--- config.mk ---
export PLATFORM = sky130hd
export DESIGN_NAME = nested_counter
export DESIGN_NICKNAME = d
export VERILOG_FILES = /design/src/rtl/nested_counter_pkg.sv /design/src/rtl/counter_stage.sv /design/src/rtl/nested_counter.sv
export SDC_FILE = /design/constraint.sdc
export NUM_CORES = 1
export LEC_CHECK = 0
export ABC_AREA = 1
export CELL_PAD_IN_SITES_DETAIL_PLACEMENT = 2
export CELL_PAD_IN_SITES_GLOBAL_PLACEMENT = 2
export CORE_UTILIZATION = 31
export CTS_CLUSTER_DIAMETER = 150
export CTS_CLUSTER_SIZE = 12
export DETAILED_ROUTE_END_ITERATION = 8
export PLACE_DENSITY_LB_ADDON = 0.1
export SYNTH_ARGS = -nofsm -noshare
export SYNTH_HDL_FRONTEND = slang
export SYNTH_SLANG_ARGS = --single-unit
--- constraint.sdc ---
create_clock -name clk_i -period 4.1 [get_ports clk_i]
set_clock_uncertainty 0.1 [all_clocks]
set_input_delay 0.82 -clock clk_i [delete_from_list [all_inputs] [get_ports clk_i]]
set_output_delay 0.82 -clock clk_i [all_outputs]
set_load 0.02 [all_outputs]
--- src/rtl/nested_counter_pkg.sv ---
// Shared types for the nested counter: FSM state and per-level
// configuration record used between the top and its level stages.
package nested_counter_pkg;

    // Widest level the configuration record can carry.
    localparam int unsigned MAX_BITS = 32;

    typedef enum logic [1:0] {
        ST_IDLE = 2'd0,
        ST_RUN  = 2'd1,
        ST_HALT = 2'd2
    } state_e;

    typedef struct packed {
        logic [MAX_BITS-1:0] start_v;
        logic [MAX_BITS-1:0] end_v;
        logic [MAX_BITS-1:0] step;
    } level_cfg_t;

    function automatic level_cfg_t make_cfg(
        input logic [MAX_BITS-1:0] start_v,
        input logic [MAX_BITS-1:0] end_v,
        input logic [MAX_BITS-1:0] step
    );
        level_cfg_t c;
        c.start_v = start_v;
        c.end_v   = end_v;
        c.step    = step;
        return c;
    endfunction

endpackage

--- src/rtl/counter_stage.sv ---
// One count level: latched configuration, step/wrap arithmetic
// and the registered wrap pulse.
module counter_stage
    import nested_counter_pkg::*;
#(
    parameter int unsigned Bits = 8
) (
    input  logic            clk_i,
    input  logic            rst_ni,
    input  logic            load_i,
    input  level_cfg_t      cfg_i,
    input  logic            adv_i,
    output logic [Bits-1:0] count_o,
    output logic            wrap_now_o,
    output logic            wrap_o
);

    localparam int unsigned SumW = MAX_BITS + 1;

    level_cfg_t      cfg_q;
    logic [SumW-1:0] nxt;
    logic            ovf;
    logic            degen;

    assign nxt   = SumW'(count_o) + SumW'(cfg_q.step);
    // Anything at or above bit Bits means the level overflowed.
    assign ovf   = |(nxt >> Bits);
    assign degen = (cfg_q.step == '0) || (cfg_q.start_v >= cfg_q.end_v);

    assign wrap_now_o = degen || ovf || (nxt > SumW'(cfg_q.end_v));

    always_ff @(posedge clk_i or negedge rst_ni) begin
        if (!rst_ni) begin
            cfg_q   <= '0;
            count_o <= '0;
            wrap_o  <= 1'b0;
        end else begin
            wrap_o <= adv_i & wrap_now_o;
            if (load_i) begin
                cfg_q   <= cfg_i;
                count_o <= cfg_i.start_v[Bits-1:0];
            end else if (adv_i) begin
                count_o <= wrap_now_o ? cfg_q.start_v[Bits-1:0]
                                      : nxt[Bits-1:0];
            end
        end
    end

endmodule

--- src/rtl/nested_counter.sv ---
// Cascaded multi-level counter: level k steps when all inner
// levels wrap together; RUN/HALT control with optional one-shot.
module nested_counter
    import nested_counter_pkg::*;
#(
    parameter int unsigned Bits   = 8,
    parameter int unsigned Levels = 3
) (
    input  logic                   clk_i,
    input  logic                   rst_ni,
    input  logic                   en_i,
    input  logic                   clear_i,
    input  logic                   one_shot_i,
    input  logic [Levels*Bits-1:0] start_val_i,
    input  logic [Levels*Bits-1:0] end_val_i,
    input  logic [Levels*Bits-1:0] count_by_i,
    input  logic                   assert_on_i,
    output logic [Levels*Bits-1:0] count_o,
    output logic [Levels-1:0]      wrap_o,
    output logic                   last_o,
    output logic                   done_o,
    output logic                   busy_o
);

    state_e            state_q;
    logic              one_shot_q;
    logic [Levels-1:0] wrap_now;
    logic [Levels-1:0] adv;
    logic              all_wrap;
    level_cfg_t        cfg [Levels];

    assign busy_o   = (state_q == ST_RUN);
    // clear_i takes priority: no advance on a reload cycle.
    assign adv[0]   = busy_o & en_i & ~clear_i;
    assign all_wrap = adv[Levels-1] & wrap_now[Levels-1];
    assign last_o   = busy_o & (&wrap_now);

    for (genvar k = 0; k < Levels; k++) begin : g_lvl
        if (k > 0) begin : g_carry
            assign adv[k] = adv[k-1] & wrap_now[k-1];
        end

        assign cfg[k] = make_cfg(
            MAX_BITS'(start_val_i[k*Bits +: Bits]),
            MAX_BITS'(end_val_i[k*Bits +: Bits]),
            MAX_BITS'(count_by_i[k*Bits +: Bits])
        );

        counter_stage #(
            .Bits(Bits)
        ) u_stage (
            .clk_i     (clk_i),
            .rst_ni    (rst_ni),
            .load_i    (clear_i),
            .cfg_i     (cfg[k]),
            .adv_i     (adv[k]),
            .count_o   (count_o[k*Bits +: Bits]),
            .wrap_now_o(wrap_now[k]),
            .wrap_o    (wrap_o[k])
        );
    end

    always_ff @(posedge clk_i or negedge rst_ni) begin
        if (!rst_ni) begin
            state_q    <= ST_IDLE;
            one_shot_q <= 1'b0;
            done_o     <= 1'b0;
        end else begin
            done_o <= all_wrap;
            if (clear_i) begin
                state_q    <= ST_RUN;
                one_shot_q <= one_shot_i;
            end else if (all_wrap && one_shot_q) begin
                state_q <= ST_HALT;
            end
        end
    end

    // Simulation-only sanity check of a configuration being loaded.
    always @(posedge clk_i) begin
        if (assert_on_i && clear_i) begin
            for (int k = 0; k < Levels; k++) begin
                assert (count_by_i[k*Bits +: Bits] != '0 &&
                        start_val_i[k*Bits +: Bits] <= end_val_i[k*Bits +: Bits])
                else $error("nested_counter: bad config on level %0d", k);
            end
        end
    end

endmodule

==> impl_results.md, run 1 <==
- Status: complete, no violations
- Fin crit period: roughly 4.0 ns
- Crit Path Class: reg2out
- CTS tree: yes
- Worst R2R Start: g_lvl[0].u_stage.cfg_q[0]$_DFFE_PN0P_
- Dpl ws: -0.332 ns
- Gate power share: around three fifths
- Tot GR Track Use: a little over a fifth
- Post-route setup slack: 0.105 ns
- Lkg Pwr: between 4 and 5 nW
- Critical path endpoint category: output port
- Post-CTS Hold Buffers: 0
- Grt total ovfl: 0
- Netlist Area Pre-Place: 6620 sq um
- Non-filler cells, final: roughly 1300
- # diodes: 0
- Relative slew slack: about half
- TritonRoute pass-1 iters: 5
- Initial antenna violation count: 0
- Clock Sink Count: roughly 100
- Num CTS Buffers: 9
- Worst VDD drop: 216 uV
- Register area share after synthesis: 38.6%
- Top cells by instance count after synthesis: 223 x nand2_1, 134 x inv_1, 102 x dfrtp_1
- Int Power: 3.20 mW
- Max FO, Critical Path: 2
- DRC Markers: 0
- Layout cell share with drive strength beyond 1: 15.1%
- Total Power: 5.67 mW
- Ports: 108
- Asr flop ratio synth: 100%
- Num rows: 53
- Crit start category: flop
- Setup_tns: 0 ns
- HP Class: in2async
- Placeable Area: roughly 21000 sq um
- YS warnings: 0
- Sw frac: 43.5%
- Seq cells post-synth: 102
- Post-synthesis to final-layout area growth: 35.3%
- Total nets after synthesis: 1012
- Die H: 148 um
- Ys flop type: dfrtp_1
- Fin. max-slew vios: 0
- Post-DP HPWL: approximately 17 mm
- Critical Path Source: g_lvl[1].u_stage.count_o[0]$_DFFE_PN0P_
- Power Dens Cells: 633 nW/um^2
- Post-synth EDFFs: 0
- Reg power frac: approximately a quarter
- Dpl cells: 1265
- Share of the synthesized area in the top cell type: 38.6%
- Clk buf depth: 2
- Worst Max-Slew Pin Slew: 0.779 ns
- CP Data Required Time: approximately 3.2 ns
- Final-report setup violation count: 0
- Switching pwr: 2.47 mW
- RSZ-0062 raised after global routing: true
- Reg clk slew, reported paths: roughly 0.080 ns
- Iter 0 DRT Violations: between 150 and 200
- Gpl congestion: roughly 0.80
- Largest area contributor in the netlist: dfrtp_1
- Synth cell types: 36
- Fin area: roughly 9000 sq um
- Post-synthesis instance total: 859
- H-tree depth: 3
- Post-Route WL: roughly 23 mm
- Final nets: 1165
- Die Wd: around 150 um
- Via density: 4.86
- Final period util: 97.4%
- Vias in the first global route: around 7000
- Initial Utilization: approximately a third
- Syn Area/Cell: 7.70 sq um
- Synth area leaders: dfrtp_1 39%, ha_1 14%, nand2_1 13%
- Fmax: approximately 0.25 GHz
- Post-DP Area: 8280 sq um
- Clock share of power: 17.3%
- CTS root buf: clkbuf_16
- Endpoints failing hold: 0
- DIE AREA: around 22000 sq um
- Antenna-violating nets left: 0
- Largest net degree at the start of global routing: a little over 80
- Wirelength per Cell: 17.7 um
- Vias: 6285
- Worst Path Arrival: roughly 3.1 ns
- Max_cap viols: 0
- Most common cell in the netlist: nand2_1
- First-pass GRT wire length: 36.0 mm
- IO Port Bufs: 106
- Worst-Skew Late Latency: around 0.36 ns
[metal layers]
| metal | vias up | routed length (um) | GRT usage [%] |
|---|---|---|---|
| met1 | 3110 | 9890 | 25.0 |
| li1 | 3060 | - | - |
| met4 | 0 | 485 | 7.22 |
| met3 | 29 | 462 | 2.18 |
| met5 | - | 0 | 0 |
| met2 | 86 | 12000 | 39.2 |
[power groups by stage]
stage               clock network [mW]  registers, mW  logic [mW]
floorplan                            0           1.41        1.61
global placement                     0           1.32        2.83
detailed placement                   0           1.33        3.00
CTS                               1.02           1.32        3.17
global route                      1.04           1.34        3.72
finish                           0.980           1.32        3.37
[state kept, by name (all words and copies together) (netlist names)]
register               flops
one_shot_q                 1
state_q                    2
g_lvl.u_stage.count_o     24
g_lvl.u_stage.cfg_q       72
g_lvl.u_stage.wrap_o       3
[repair_timing]
action                     4_1_cts  5_1_grt
pin swaps                        9       16
buffers inserted                 5        6
setup endpoints to repair        1        1
resized for setup               30       32
[metrics by stage]
stage               utilization [%]  hold slack (ns)
floorplan                         -            0.342
global placement               39.5            0.355
detailed placement             39.5            0.365
CTS                            41.8            0.378
global route                   42.7            0.389
finish                         42.7            0.354
[layout make-up]
type                    count  area, sq um
flip-flops and latches    102         2550
fillers                  2404        12000
clock inverters             5         81.3
repair buffers            168         1520
inverters                 137          517
multi-input cells         594         3680
clock buffers              11          253
well taps                 275          344
[cell usage in the layout, fill, tap and decap left out, drive strengths merged, types with 3 or more instances in the layout]
| cell | Yosys | final |
|---|---|---|
| xor2 | 13 | 13 |
| or2 | 7 | 7 |
| nand3b | 3 | 3 |
| clkbuf | 14 | 11 |
| buf | 12 | 65 |
| ha | 72 | 72 |
| a21o | 4 | 4 |
| a31oi | 8 | 8 |
| nand4 | 21 | 21 |
| inv | 137 | 137 |
| nand2 | 227 | 227 |
| o21ai | 66 | 66 |
| clkdlybuf4s50 | 0 | 103 |
| fa | 3 | 3 |
| nor2 | 47 | 47 |
| a21oi | 65 | 65 |
| nand3 | 49 | 49 |
| dfrtp | 102 | 102 |
[cell families (layout without fill, tap and decap cells)]
kind of cell | count (synthesis) | in the layout | synth area share (%)
xor gates and xnor gates | 14 | 14 | 1.85
buffers and inverters | 163 | 321 | 9.66
and+or+nand+nor | 357 | 357 | 23.5
AOI/OAI and AO/OA | 148 | 148 | 11.9
adders and majority gates | 75 | 75 | 14.5
DFF | 102 | 102 | 38.6
[worst max-delay path: stages, from the launching register on]
cell and delay (ns):
dfrtp_1 0.41, ha_4 0.18, fa_2 0.40, nand3_2 0.09, nand3_2 0.10, xor2_1 0.18, ha_1 0.34, nand2_2 0.09
nor2_4 0.12, nand2_1 0.06, nand3_1 0.07, nand2_1 0.06, nand2_1 0.05, nand2_1 0.06, nand3_2 0.07, nand2_4 0.06
nand2_4 0.08, nand3_4 0.08, nor2_4 0.10, buf_6 0.12
[final timing paths]
check | to | slack [ns] | depth (start not counted)
worst max-delay path | last_o | 0.10 | 19
worst min-delay path | g_lvl[2].u_stage.cfg_q[35]$_DFFE_PN0P_ | 0.35 | 1
worst max register to register | g_lvl[2].u_stage.count_o[5]$_DFFE_PN0P_ | 0.58 | 20
worst min register to register | state_q[0]$_DFFE_PN0P_ | 0.38 | 2
max in group asynchronous | g_lvl[1].u_stage.cfg_q[37]$_DFFE_PN0P_ | 2.62 | 2
min in group clk_i | state_q[0]$_DFFE_PN0P_ | 0.38 | 2
(Power assumes the default switching activity.)
==> run 2: changes to the inputs <==
- CELL_PAD_IN_SITES_DETAIL_PLACEMENT: 2 -> not set
- CELL_PAD_IN_SITES_GLOBAL_PLACEMENT: 2 -> not set
- CORE_UTILIZATION: 31 -> 45
- PLACE_DENSITY: not set -> 0.69
- PLACE_DENSITY_LB_ADDON: 0.1 -> not set
==> run 2 against run 1 <==
Net effect:
- total power down 8.9%
- via count decreased by 6.3%
- fmax grew 1.2%
- sequential share of layout area is 1.1 points higher
- worst hold slack better by 0.025 ns
- cell count down 9.0%
- non-clock buffer count is 21 lower
- register-to-register slack gained 0.03 ns
- cell area fell by 3.6%
- critical endpoint unchanged
- highest routed layer unchanged
==> impl_results.md, run 2 (synthesis gave the netlist of run 1 again) <==
- Initial Utilization: 46.9% (+15 points)
- Post-route setup slack: 0.152 ns (+0.0474 ns)
- Num rows: 43 (-19%)
- Worst-Skew Late Latency: 0.36 ns (about the same)
- Critical path endpoint category: output port
- Initial antenna violation count: 0 (unchanged)
- Max_cap viols: 0 (unchanged)
- Final nets: 1144 (-1.8%)
- Lkg Pwr: 4.42 nW (-2.3%)
- Post-DP HPWL: 11.7 mm (-32%)
- Die Wd: 123 um (-17%)
- DRC Markers: 0 (unchanged)
- Gpl congestion: 0.797 (+0.26%)
- TritonRoute pass-1 iters: 6 (+1)
- IO Port Bufs: 106 (unchanged)
- WHS: 0.379 ns (+0.0250 ns)
- CTS root buf: clkbuf_16
- Max FO, Critical Path: 2 (unchanged)
- Largest net degree at the start of global routing: 106 (+29%)
- Crit-path max cell delay: 0.41 ns (about the same)
- DIE AREA: 15200 sq um (-31%)
- Crit start category: flop
- FF+latch area: 2550 sq um (about the same)
- Worst Path Arrival: 3.03 ns (-0.05 ns)
- Switching pwr: 2.18 mW (-12%)
- CP Data Required Time: 3.18 ns (about the same)
- Layout cell share with drive strength beyond 1: 12.0% (-3.1 points)
- Total Power: 5.16 mW (-8.9%)
- Ports: 108 (unchanged)
- Most common cell after layout, fill and taps aside: nand2_1
- Most flops, register: g_lvl.u_stage.cfg_q
- Iter 0 DRT Violations: 335 (+110%)
- Sw frac: 42.2% (-1.3 points)
- Vias in the first global route: 5541 (-21%)
- Die H: 123 um (-17%)
- H-tree depth: 3 (unchanged)
- Status: complete, no violations
- Crit Path Class: reg2out
- Post-Route WL: 16.3 mm (-29%)
- Worst path bufs/invs: 3 (+2)
- Fmax: 0.253 GHz (+1.2%)
- Gate power share: 56.9% (-2.6 points)
- Worst Max-Slew Pin Slew: 0.961 ns (+0.182 ns)
- Dpl ws: -0.170 ns (+0.162 ns)
- Fin. max-slew vios: 0 (unchanged)
- Antenna-violating nets left: 0 (unchanged)
- HP Class: reg2reg
- Most frequent cells in the layout: 221 x nand2_1, 131 x inv_1, 103 x clkdlybuf4s50_1, 102 x dfrtp_1, 64 x o21ai_0
- Power Dens Cells: 598 nW/um^2 (-5.5%)
- Setup_tns: 0 ns (unchanged)
- Wirelength per Cell: 13.8 um (-22%)
- Post-synthesis to final-layout area growth: 30.4%
- Int Power: 2.98 mW (-6.8%)
- Clock Sink Count: 102 (unchanged)
- Final-report setup violation count: 0 (unchanged)
- Max FFs per register: 72 (unchanged)
- Endpoints failing hold: 0 (unchanged)
- Reg power frac: 25.5% (+2.2 points)
- First-pass GRT wire length: 26.3 mm (-27%)
- # diodes: 0 (unchanged)
- Delay-heaviest family, CP: simple AND/OR/NAND/NOR gates
- Multi-input gate area: 3640 sq um (-1.0%)
- Tot GR Track Use: 22.4% (+1.3 points)
- Via density: 5.01 (+2.9%)
- Placeable Area: 14100 sq um (-33%)
- Top Registers: g_lvl.u_stage.cfg_q x72, g_lvl.u_stage.count_o x24, g_lvl.u_stage.wrap_o x3
- Num CTS Buffers: 9 (unchanged)
- Final period util: 96.3% (-1.2 points)
- Reg clk slew, reported paths: 0.07 ns (about the same)
- R2R Setup Slk: 0.61 ns (+0.03 ns)
- Slowest-stage cell, CP: dfrtp_1
- CTS tree: yes
- Post-CTS Hold Buffers: 0 (unchanged)
- Fillers: 1287 (-46%)
- Fin crit period: 3.95 ns (-0.0474 ns)
- Worst VDD drop: 345 uV (+60%)
- Vias: 5888 (-6.3%)
- Critical-path cell list: ha_4 > fa_2 > nand3_1 > nand3_2 > nand2_2 > o21ai_1 > xor2_1 > inv_1 > ha_4 > nand2_1 > inv_1 > nand2_1 > nand2_1 > nand2_1 > nand3_2 > nand2_4 > nand2_4 > nand3_2 > nor2_4 > buf_6
- Grt total ovfl: 0 (unchanged)
- CP dominant cell by count: nand2_1
- Clk buf depth: 2 (unchanged)
- Clock share of power: 17.6% (+0.3 points)
- Relative slew slack: 35.9% (-12 points)
==> run 2: changes by cell type in the layout (fill, tap and decap cells not counted), moves of 2 or more <==
cell     before  now
nand2_1     213  221
nand2_2      11    3
dfrtp_2       2    0
nand3_4       3    1
nor2_2        4    6
dfrtp_1     100  102
buf_4        64   42
nor2_4        4    2
==> run 2: worst register-to-register path: cells and delay by family (launching register included) <==
kind                       cells  cell delay, ns
xor gates and xnor gates       1            0.21
adders and majority gates      3            0.83
and+or+nand+nor                6            0.89
AOI/OAI and AO/OA              5            0.59
DFF                            1            0.39
buffers and inverters          3            0.37
==> run 2: area by class of cell <==
cell class / count / area share [%]
clock buffers: 12 / 2.97
clock inverters: 4 / 0.638
inverters: 137 / 5.99
multi-input cells: 594 / 42.2
flip-flops and latches: 102 / 29.6
well taps: 180 / 2.61
repair buffers: 147 / 16.0
==> run 2: final timing paths <==
check / end / start / cells after the start
setup / recovery: last_o / g_lvl[1].u_stage.count_o[0]$_DFFE_PN0P_ / 20
max in group asynchronous: g_lvl[1].u_stage.count_o[4]$_DFFE_PN0P_ / rst_ni / 2
setup reg to reg: g_lvl[1].u_stage.count_o[0]$_DFFE_PN0P_ / g_lvl[0].u_stage.cfg_q[0]$_DFFE_PN0P_ / 18
hold / removal: state_q[0]$_DFFE_PN0P_ / state_q[0]$_DFFE_PN0P_ / 2
min in group asynchronous: g_lvl[2].u_stage.cfg_q[34]$_DFFE_PN0P_ / rst_ni / 1
hold reg to reg: state_q[0]$_DFFE_PN0P_ / state_q[0]$_DFFE_PN0P_ / 2
==> run 2: per-stage QoR <==
stage	cell area, sq um	utilization, %	cells
6_report	8630	61.2	1176
5_1_grt	8630	61.2	1176
4_1_cts	8400	59.6	1172
3_5_place_dp	8070	57.2	1156
3_3_place_gp	8070	57.2	1156
2_1_floorplan	6620	-	859
==> run 2: layer usage <==
layer / track usage (%) / wire length [um] / vias to the layer above / part of all wire [%]
li1: - / - / 3026 / -
met1: 30.3 / 7570 / 2712 / 47
met2: 36.5 / 7730 / 132 / 48
met3: 4.84 / 775 / 18 / 4.8
met4: 5.05 / 168 / 0 / 1.0
met5: 0 / 0 / - / 0
==> run 2: timing repair <==
item / 4_1_cts / 5_1_grt
endpoints found under the hold margin: 0 / 0
endpoints found under the setup margin: 1 / 1
setup buffers: 0 / 4
resized for setup: 12 / 35
pin swaps: 1 / 11
==> run 2: power by group through the flow <==
stage	Sequential, mW	Combinational (mW)	Clock [mW]
2_1_floorplan	1.41	1.61	0
4_1_cts	1.30	2.72	0.932
3_3_place_gp	1.32	2.64	0
3_5_place_dp	1.32	2.67	0
5_1_grt	1.33	3.30	0.965
6_report	1.31	2.94	0.909
==> run 3: changes to the inputs <==
==> constraint.sdc (replaced) <==
create_clock -name clk_i -period 4.1 [get_ports clk_i]
set_clock_uncertainty 0.1 [all_clocks]
set_input_delay 1.23 -clock clk_i [delete_from_list [all_inputs] [get_ports clk_i]]
set_output_delay 1.23 -clock clk_i [all_outputs]
set_load 0.02 [all_outputs]
==> run 3 against run 2 <==
Net effect:
- the run now ends with negative setup slack left
- sequential share of layout area shrank 1.1 points
- critical path depth is 1 lower
- die area stayed put
- non-clock buffer count grew 41
- worst hold slack lost 0.0069 ns
- routed wire length decreased by 0.90%
- sequential power about the same
- first-iteration DRC count down 34%
==> impl_results.md, run 3 (synthesis gave the netlist of run 1 again) <==
- Final-report setup violation count: 1 (+1)
- CP Data Required Time: 2.77 ns (-0.41 ns)
- Fmax: 0.227 GHz (-10%)
- Post-DP HPWL: 11.9 mm (+1.9%)
- Gpl congestion: 0.845 (+6.0%)
- Fillers: 1247 (-3.1%)
- Final period util: 107% (+11 points)
- Largest net degree at the start of global routing: 148 (+40%)
- Top Registers: g_lvl.u_stage.cfg_q x72, g_lvl.u_stage.count_o x24, g_lvl.u_stage.wrap_o x3
- CTS root buf: clkbuf_16
- Reg power frac: 23.9% (-1.6 points)
- Wirelength per Cell: 13.2 um (-4.2%)
- TritonRoute pass-1 iters: 5 (-1)
- Die H: 123 um (unchanged)
- Final nets: 1185 (+3.6%)
- Clk buf depth: 2 (unchanged)
- Grt total ovfl: 0 (unchanged)
- Vias: 5990 (+1.7%)
- H-tree depth: 3 (unchanged)
- CTS tree: yes
- Setup_tns: -0.307 ns (-0.307 ns)
- First-pass GRT wire length: 25.9 mm (-1.4%)
- M2 GR Usage: 36.1% (-0.38 points)
- Non-filler cells, final: 1217 (+3.5%)
- Post-DP Area: 8380 sq um (+3.8%)
- Post-route setup slack: -0.307 ns (-0.459 ns)
- Worst VDD drop: 365 uV (+5.8%)
- DIE AREA: 15200 sq um (unchanged)
- Sw frac: 41.2% (-1.1 points)
- Crit Path Class: reg2out
- Dpl cells: 1192 (+3.1%)
- Final Util: 63.5% (+2.4 points)
- Ports: 108 (unchanged)
- Most frequent cells in the layout: 218 x nand2_1, 130 x inv_1, 103 x clkdlybuf4s50_1, 101 x dfrtp_1, 82 x buf_4
- Most flops, register: g_lvl.u_stage.cfg_q
- Crit start category: flop
- Int Power: 3.17 mW (+6.4%)
- Routing usage on met1: 29.9% (-0.36 points)
- Placeable Area: 14100 sq um (unchanged)
- Failing checks: negative setup slack
- Gr busiest metal: met2
- Gate power share: 59.8% (+2.9 points)
- Max_cap viols: 0 (unchanged)
- Power Dens Cells: 602 nW/um^2 (+0.59%)
- Tot GR Track Use: 22.1% (-0.29 points)
- Num CTS Buffers: 9 (unchanged)
- Critical path endpoint category: output port
- Initial Utilization: 46.9% (unchanged)
- Worst Max-Slew Pin Slew: 0.605 ns (-0.356 ns)
- Switching pwr: 2.22 mW (+1.8%)
- Fin. max-slew vios: 0 (unchanged)
- Max FO, Critical Path: 2 (unchanged)
- Post-synthesis to final-layout area growth: 35.4%
- Num rows: 43 (unchanged)
- RSZ-0062 raised after global routing: true
- Critical-path cell list: ha_2 > fa_2 > buf_4 > buf_4 > xor2_4 > ha_4 > nand2_1 > nor2_2 > nand2_1 > nand3_2 > nand2_2 > nand2_1 > nand2_1 > nand2_1 > nand2_2 > nand3_4 > inv_4 > nor2_4 > buf_6
- Status: complete, but fails checks
- Slowest-stage cell, CP: fa_2
- Met3 usage: 4.75% (-0.092 points)
- Crit-path max cell delay: 0.40 ns (about the same)
- Clock Sink Count: 102 (unchanged)
- DRC Markers: 0 (unchanged)
- Iter 0 DRT Violations: 220 (-34%)
- Vias in the first global route: 5529 (-0.22%)
- Most common cell after layout, fill and taps aside: nand2_1
- Endpoints failing hold: 0 (unchanged)
- Relative slew slack: 59.6% (+24 points)
- Worst Path Arrival: 3.08 ns (+0.05 ns)
- # diodes: 0 (unchanged)
- Max FFs per register: 72 (unchanged)
- Antenna-violating nets left: 0 (unchanged)
- Post-Route WL: 16.1 mm (-0.90%)
- Clock share of power: 16.3% (-1.3 points)
- Fin crit period: 4.41 ns (+0.459 ns)
- Via density: 4.92 (-1.7%)
- Reg clk slew, reported paths: 0.07 ns (about the same)
- Layout cell share with drive strength beyond 1: 16.0% (+4.0 points)
- Lkg Pwr: 4.62 nW (+4.6%)
- HP Class: reg2reg
- Worst-Skew Late Latency: 0.35 ns (about the same)
- Die Wd: 123 um (unchanged)
- IO Port Bufs: 106 (unchanged)
- CP dominant cell by count: nand2_1
- Fin area: 8960 sq um (+3.8%)
- Initial antenna violation count: 0 (unchanged)
==> run 3: changes by cell type in the layout (fill, tap and decap cells not counted), sizes merged <==
cell / before / now
buf: 44 / 85
clkbuf: 12 / 11
clkinv: 2 / 3
clkinvlp: 1 / 0
inv: 137 / 138
==> run 3: power groups by stage <==
stage | clock [mW] | combinational [mW] | sequential, mW
after global placement | 0 | 2.87 | 1.30
after floorplan | 0 | 1.65 | 1.41
final | 0.878 | 3.22 | 1.29
after detailed placement | 0 | 2.91 | 1.30
after global routing | 0.937 | 3.60 | 1.31
after CTS | 0.898 | 3.04 | 1.29
==> run 3: timing repair <==
item | CTS | global route
hold buffers | 0 | 0
setup buffers | 3 | 6
pin swaps | 7 | 22
gates cloned | 0 | 0
endpoints found under the setup margin | 1 | 1
resized for setup | 27 | 20
==> run 3: cell type report <==
class	instances	area (sq um)	share of cell area, %
multi-input cells	594	3660	40.9
flip-flops and latches	102	2550	28.5
repair buffers	188	1700	19.0
inverters	137	519	5.80
clock buffers	11	243	2.71
well taps	180	225	2.51
clock inverters	5	57.6	0.643
==> run 3: per-stage QoR <==
step / total power [mW] / hold WS, ns / worst slack [ns]
6_report: 5.39 / 0.372 / -0.307
3_5_place_dp: 4.21 / 0.359 / -0.537
5_1_grt: 5.84 / 0.425 / -0.454
3_3_place_gp: 4.17 / 0.364 / -0.475
4_1_cts: 5.22 / 0.375 / -0.245
2_1_floorplan: 3.05 / 0.342 / 0.0137
==> run 3: worst paths after layout <==
path | endpoint | slack (ns) | from | depth (start not counted)
worst max-delay path | last_o | -0.31 | g_lvl[2].u_stage.count_o[0]$_DFFE_PN0P_ | 19
worst min-delay path | state_q[0]$_DFFE_PN0P_ | 0.37 | state_q[0]$_DFFE_PN0P_ | 2
worst max register to register | g_lvl[2].u_stage.count_o[1]$_DFFE_PN0P_ | 0.80 | g_lvl[0].u_stage.count_o[0]$_DFFE_PN0P_ | 18
worst min register to register | state_q[0]$_DFFE_PN0P_ | 0.37 | state_q[0]$_DFFE_PN0P_ | 2
max in group asynchronous | g_lvl[1].u_stage.wrap_o$_DFF_PN0_ | 2.45 | rst_ni | 2
min in group asynchronous | g_lvl[0].u_stage.wrap_o$_DFF_PN0_ | 0.78 | rst_ni | 1
==> run 3: critical path: cells and delay by family (launching register included) <==
| kind | cells | cell delay [ns] |
|---|---|---|
| AND/OR/NAND/NOR | 11 | 0.86 |
| buffers and inverters | 4 | 0.46 |
| flip-flops | 1 | 0.39 |
| adder cells (fa/ha/maj) | 3 | 0.88 |
| XOR/XNOR | 1 | 0.16 |
==> run 3: per-layer routing <==
| metal | share of wire [%] | wire (um) |
|---|---|---|
| met1 | 48 | 7740 |
| met2 | 47 | 7490 |
| met3 | 4.3 | 688 |
| met4 | 1.1 | 178 |
| met5 | 0 | 0 |
